**src/rtl/sim_to_seq_dbuf_lanes_reg.sv**
```systemverilog
// Parallel-to-serial converter with a shadow buffer for back-to-back blocks.
// A SHIFT_LEN-word block is emitted LANES words per beat, one beat per
// D-cycle window; valid marks the last cycle of each window. An optional
// bypass shows beat 0 in the load cycle itself when the converter is idle.
module sim_to_seq_dbuf_lanes_reg #(
   parameter int DIRECTION    = 1,
   parameter int SHIFT_LEN    = 4,
   parameter int BIT_WIDTH    = 8,
   parameter int LANES        = 1,
   parameter int CLK_DISTANCE = 1,
   parameter int PASSING_FIR  = 0
) (
   input  logic                           clk,
   input  logic                           in_ctr_Srst,
   input  logic                           in_ctr_en,
   input  logic                           in_ctr_load,
   input  logic [BIT_WIDTH*SHIFT_LEN-1:0] in,
   output logic [BIT_WIDTH*LANES-1:0]     out,
   output logic                           out_ctr_valid,
   output logic                           out_ctr_last,
   output logic                           out_ctr_busy,
   output logic                           out_ctr_load_ready
);

   localparam int BEATS  = SHIFT_LEN / LANES;
   localparam int D      = (CLK_DISTANCE < 1) ? 1 : CLK_DISTANCE;
   localparam int BLK_W  = BIT_WIDTH * SHIFT_LEN;
   localparam int OUT_W  = BIT_WIDTH * LANES;
   localparam int BCNT_W = $clog2(BEATS) + 1;
   localparam int CCNT_W = $clog2(D) + 1;
   localparam logic [BCNT_W-1:0] BEAT_LAST = BCNT_W'(BEATS - 1);
   localparam logic [CCNT_W-1:0] CYC_LAST  = CCNT_W'(D - 1);
   localparam bit BYPASS   = (PASSING_FIR != 0);
   localparam bit ONE_CYC  = (D == 1);
   localparam bit ONE_BEAT = (BEATS == 1);

   typedef enum logic [0:0] {
      ST_IDLE  = 1'b0,
      ST_SHIFT = 1'b1
   } state_t;

   state_t              state_q, state_d;
   logic [BLK_W-1:0]    act_q, act_d;
   logic [BLK_W-1:0]    shd_q, shd_d;
   logic                shd_full_q, shd_full_d;
   logic [BCNT_W-1:0]   beat_q, beat_d;
   logic [CCNT_W-1:0]   cyc_q, cyc_d;
   logic                ready_q, ready_d;

   logic                load_acc_s;
   logic                win_end_s;
   logic                blk_end_s;
   logic                bypass_s;

   // Beat k of a block; DIRECTION selects whether beat 0 is the low or high slice.
   function automatic logic [OUT_W-1:0] beat_slice(input logic [BLK_W-1:0] blk, input int k);
      int               idx;
      logic [BLK_W-1:0] shifted;
      if (DIRECTION != 0) begin
         idx = k;
      end else begin
         idx = BEATS - 1 - k;
      end
      shifted = blk >> (idx * OUT_W);
      return shifted[OUT_W-1:0];
   endfunction

   // Load acceptance and window/block boundary detection.
   always_comb begin
      load_acc_s = in_ctr_en && ready_q && in_ctr_load && !in_ctr_Srst;
      win_end_s  = (state_q == ST_SHIFT) && (cyc_q == CYC_LAST);
      blk_end_s  = win_end_s && (beat_q == BEAT_LAST);
      bypass_s   = BYPASS && (state_q == ST_IDLE) && load_acc_s;
   end

   // Output beat selection and capture strobes (bypass path shows beat 0 of in).
   always_comb begin
      out           = '0;
      out_ctr_valid = 1'b0;
      out_ctr_last  = 1'b0;
      if (state_q == ST_SHIFT) begin
         out           = beat_slice(act_q, int'(beat_q));
         out_ctr_valid = in_ctr_en && !in_ctr_Srst && win_end_s;
         out_ctr_last  = in_ctr_en && !in_ctr_Srst && blk_end_s;
      end else if (bypass_s) begin
         out           = beat_slice(in, 32'sd0);
         out_ctr_valid = ONE_CYC;
         out_ctr_last  = ONE_CYC && ONE_BEAT;
      end else begin
         out           = '0;
         out_ctr_valid = 1'b0;
         out_ctr_last  = 1'b0;
      end
      out_ctr_busy       = (state_q == ST_SHIFT);
      out_ctr_load_ready = ready_q;
   end

   // Next-state logic: counters, active/shadow buffers and IDLE/SHIFT state.
   always_comb begin
      state_d    = state_q;
      act_d      = act_q;
      shd_d      = shd_q;
      shd_full_d = shd_full_q;
      beat_d     = beat_q;
      cyc_d      = cyc_q;
      case (state_q)
         ST_IDLE: begin
            if (load_acc_s) begin
               act_d   = in;
               state_d = ST_SHIFT;
               beat_d  = '0;
               cyc_d   = '0;
               // The load cycle counts as the first cycle of beat 0.
               if (BYPASS) begin
                  if (ONE_CYC) begin
                     if (ONE_BEAT) begin
                        state_d = ST_IDLE;
                     end else begin
                        beat_d = BCNT_W'(1);
                     end
                  end else begin
                     cyc_d = CCNT_W'(1);
                  end
               end else begin
                  cyc_d = '0;
               end
            end else begin
               state_d = ST_IDLE;
            end
         end
         ST_SHIFT: begin
            if (in_ctr_en) begin
               if (win_end_s) begin
                  cyc_d = '0;
                  if (blk_end_s) begin
                     beat_d = '0;
                  end else begin
                     beat_d = beat_q + BCNT_W'(1);
                  end
               end else begin
                  cyc_d = cyc_q + CCNT_W'(1);
               end
               if (blk_end_s) begin
                  if (shd_full_q) begin
                     act_d      = shd_q;
                     shd_full_d = 1'b0;
                  end else if (load_acc_s) begin
                     act_d = in;
                  end else begin
                     state_d = ST_IDLE;
                  end
               end else if (load_acc_s) begin
                  shd_d      = in;
                  shd_full_d = 1'b1;
               end else begin
                  shd_full_d = shd_full_q;
               end
            end else begin
               state_d = ST_SHIFT;
            end
         end
         default: begin
            state_d = ST_IDLE;
         end
      endcase
      ready_d = ~shd_full_d;
   end

   // State registers with synchronous reset that aborts any block in flight.
   always_ff @(posedge clk) begin
      if (in_ctr_Srst) begin
         state_q    <= ST_IDLE;
         act_q      <= '0;
         shd_q      <= '0;
         shd_full_q <= 1'b0;
         beat_q     <= '0;
         cyc_q      <= '0;
         ready_q    <= 1'b1;
      end else begin
         state_q    <= state_d;
         act_q      <= act_d;
         shd_q      <= shd_d;
         shd_full_q <= shd_full_d;
         beat_q     <= beat_d;
         cyc_q      <= cyc_d;
         ready_q    <= ready_d;
      end
   end

endmodule
```
**config.mk**
```make
export PLATFORM = sky130hd
export DESIGN_NAME = sim_to_seq_dbuf_lanes_reg
export DESIGN_NICKNAME = d
export VERILOG_FILES = /design/src/rtl/sim_to_seq_dbuf_lanes_reg.sv
export SDC_FILE = /design/constraint.sdc
export NUM_CORES = 1
export LEC_CHECK = 0
export CORE_ASPECT_RATIO = 0.9
export CORE_MARGIN = 5
export CORE_UTILIZATION = 40
export DETAILED_ROUTE_END_ITERATION = 6
export HOLD_SLACK_MARGIN = 0.12
export PLACE_DENSITY = 0.7
export SLEW_MARGIN = 15
export SYNTH_ARGS = -nofsm -noshare
export SYNTH_HDL_FRONTEND = slang
export SYNTH_SLANG_ARGS = --single-unit
```
**constraint.sdc**
```tcl
create_clock -name clk -period 1.73 [get_ports clk]
set_clock_uncertainty 0.15 [all_clocks]
set_input_delay 0.2595 -clock clk [delete_from_list [all_inputs] [get_ports clk]]
set_output_delay 0.2595 -clock clk [all_outputs]
set_load 0.02 [all_outputs]
```
==> metrics.md, run 1 <==
| Metric | Value |
|---|---|
| Run status | finished with violations |
| Failing checks | setup timing |
| Clk_lat worst skew | 0.35 ns |
| Final HPWL DP | ~6.8 mm |
| CP delay by family, top | multiplexers |
| Tcrit/Tclk final | 118.2% |
| Clk sinks | 71 |
| Antenna violations before repair | 0 |
| Leak | approximately 2.2 nW |
| Worst hold margin | ~0.31 ns |
| Site Rows | 33 |
| Total grt overflow | 0 |
| Synthesized area per cell | 8.840 um2 |
| Final hold vios | 0 |
| Worst slew pin tran | roughly 0.73 ns |
| FF+latch area | ~1400 um2 |
| Fmax | between 0.4 and 0.5 GHz |
| WP buf/inv | 2 |
| Gpl congestion | 0.8548 |
| Critical Path Slowest Stage Cell | mux4_2 |
| Drt first-iter violations | roughly 240 |
| Multi-input logic area | approximately 2500 um2 |
| GRT met1 Usage | between 20 and 25% |
| Layout fillers | about 800 |
| Setup CP Type | reg -> out |
| Drt drc | 0 |
| DR WL/cell | roughly 18 um |
| CP arrival | roughly 1.6 ns |
| Busiest grt layer | met2 |
| Vias per cell | between 5 and 6 |
| Initial Util | 41.18% |
| 1st-pass router iterations | 4 |
| Pwr/cell area | around 740 nW/um2 |
| Setup Viol. Count Final | 43 |
| Vias post-DR | 3500 |
| Critical Path RT | roughly 1.3 ns |
| IO Count | 48 |
| Core ar. | 9166 um2 |
| M3 GR Usage | under 10% |
| GRT Overall Usage | roughly 18% |
| Time the worst path needs with I/O delays and setup | just over 2 ns |
| Die W | roughly 110 um |
| Final wirelength | around 11 mm |
| RSZ-0062 raised after global routing | yes |
| Final Max Tran Viols | 0 |
| Overall Power | ~3.8 mW |
| Hold Path Class | reg -> reg |
| DP Area | between 4000 and 5000 um2 |
| Worst path max stage delay | a little under 0.5 ns |
| First-pass GRT wire length | ~16 mm |
| YS warnings | 0 |
| Max-cap violation count | 0 |
| GR met2 Demand/Resource | between 20 and 30% |
| Fin area | 5172 um2 |
| Setup ws final | -0.3141 ns |
| Total CTS buffers | 9 |
| Die Span Y | between 100 and 150 um |
| Crit-path cells | buf_12, mux4_2, nor2b_1, buf_2 |
| Setup crit start kind | flop |
| Fin nets | roughly 500 |
| Mapped cell area | 3775 um2 |
| Largest net degree at the start of global routing | 50 |
| Worst vdd ir | ~0.00047 V |
| Layout area overhead | 37.02% |
| Netlist cell types | 32 |
| Post-place setup slack | -0.3993 ns |
| CTS H-tree depth | 3 |
| CP Max Fanout | 5 |
| Syn Nets | 464 |
| Vias in the first global route | slightly above 3000 |
| Syn Inst Count | around 430 |
| Root Buffer | clkbuf_8 |
| Port Buf Inserts | 47 |
| Antenna cells | 0 |
| CTS tree | done |
| Clk buf depth | 2 |
| Relative slew slack | about half |
| Routed Antenna Nets | 0 |
| Total die area | ~11000 um2 |
| Crit path capture type | output port |
| FF+latch count, synth | between 70 and 80 |
| Layout cell share with drive strength beyond 1 | 22.60% |
| CTS clock-pin slew for the worst setup and hold paths | approximately 0.070 ns |
| Post-synthesis sequential area ratio | a little under two fifths |
==> worst min-delay path, delay by kind of cell, from the launching register on <==
family | cells | cell delay (ns)
DFF | 1 | 0.31
muxes | 1 | 0.06
and+or+nand+nor | 1 | 0.05
==> sequential cells by signal (all words and copies together), names as in the netlist, named ones only <==
signal	cells
cyc_q	1
shd_q	32
act_q	32
out_ctr_busy	1
out_ctr_load_ready	1
beat_q	3
==> cell usage in the layout, fill, tap and decap left out, drive strengths merged, types with 2 or more instances in the layout <==
cell type      Yosys  final
a32o               2      2
nand4             32     32
o311ai            32     32
nor2               4      4
o21ai             36     36
clkbuf            41     12
mux4               8      8
dlygate4sd2        0      2
nor2b              9      9
dfxtp             71     71
clkdlybuf4s50      0     35
nand2             67     67
buf               11     40
mux2i             32     32
a31oi              2      2
a21boi            32     32
and3b              3      3
clkinv             0      2
bufinv             0      3
and3              34     34
==> Yosys cell counts <==
| library cell | n | area (um2) |
|---|---|---|
| o21a_1 | 1 | 7.510 |
| buf_1 | 1 | 3.750 |
| inv_2 | 1 | 3.750 |
| and3_1 | 34 | 212.7 |
| mux2i_1 | 32 | 320.3 |
| nor2b_1 | 9 | 56.30 |
| nand2_1 | 67 | 251.5 |
| buf_2 | 6 | 30.03 |
| o311ai_0 | 32 | 280.3 |
| nand2b_1 | 1 | 6.260 |
| nor3b_2 | 1 | 12.51 |
| buf_6 | 1 | 11.26 |
| ha_1 | 1 | 12.51 |
| a32o_1 | 2 | 20.02 |
| or3b_1 | 1 | 8.760 |
| o21ai_0 | 30 | 150.1 |
| a31oi_1 | 2 | 12.51 |
| nand4b_1 | 1 | 8.760 |
| dfxtp_1 | 71 | 1421 |
| nand4bb_1 | 1 | 11.26 |
| a21boi_0 | 32 | 240.2 |
| o21ai_1 | 6 | 30.03 |
| clkbuf_1 | 41 | 153.9 |
| mux4_2 | 8 | 180.2 |
| and2_1 | 1 | 6.260 |
| a22o_1 | 1 | 8.760 |
| and3b_1 | 2 | 17.52 |
| nand3b_2 | 1 | 11.26 |
| nand4_1 | 32 | 200.2 |
| buf_12 | 3 | 60.06 |
| nor2_1 | 4 | 15.01 |
| and3b_2 | 1 | 10.01 |
==> layout make-up <==
type	count	share of cell area, %
Clock inverter	5	2.008
Inverter	1	0.07257
Sequential cell	71	27.58
Multi-Input combinational cell	303	47.90
Clock buffer	11	2.927
Tap cell	122	2.951
Timing Repair Buffer	78	16.57
==> worst paths after layout <==
path	startpoint	to	slack, ns	cells past startpoint
worst max-delay path	beat_q[0]	out[5]	-0.31	4
worst min-delay path	act_q[8]	act_q[8]	0.31	2
worst max register to register	beat_q[0]	flop	-0.10	6
worst min register to register	act_q[8]	act_q[8]	0.31	2
==> where the power goes <==
part,switching (mW),internal (mW)
logic,0.244,0.216
registers,0.0347,1.67
clock network,0.627,1.04
total,0.906,2.93
==> layer usage <==
metal / up-vias / share of wire [%]
li1: 1678 / -
met1: 1684 / 44
met2: 123 / 48
met3: 15 / 6.8
met4: 0 / 1.2
met5: - / 0
==> timing repair <==
action | CTS | global route
endpoints found under the hold margin | 0 | 0
setup buffers | 1 | 1
setup endpoints to repair | 37 | 77
gates resized for setup | 58 | 86
gates cloned | 0 | 1
pin swaps | 0 | 1
hold buffers | 0 | 0
==> metrics by stage <==
stage / setup TNS (ns) / cells / util [%]
after floorplan: 0 / 427 / -
after global placement: -16.09 / 572 / 49.06
after detailed placement: -17.58 / 572 / 49.06
after CTS: -2.927 / 589 / 51.46
after global routing: -7.573 / 591 / 56.43
final: -4.017 / 591 / 56.43
==> cells by family (layout without fill, tap and decap cells) <==
kind of cell	Yosys count	after routing	share of synthesized area (%)
and+or+nand+nor	156	156	21.94
DFF	71	71	37.65
adders and majority gates	1	1	0.3314
muxes	40	40	13.26
buffers and inverters	53	95	6.961
AOI/OAI and AO/OA	106	106	19.85
Note: power is estimated with default switching activity, not from simulation.
==> inputs of run 2 (changes only) <==
HOLD_SLACK_MARGIN = not set   (was 0.12)
==> results of run 2 <==
The final DEF is identical to that of run 1; final timing and power are the same.
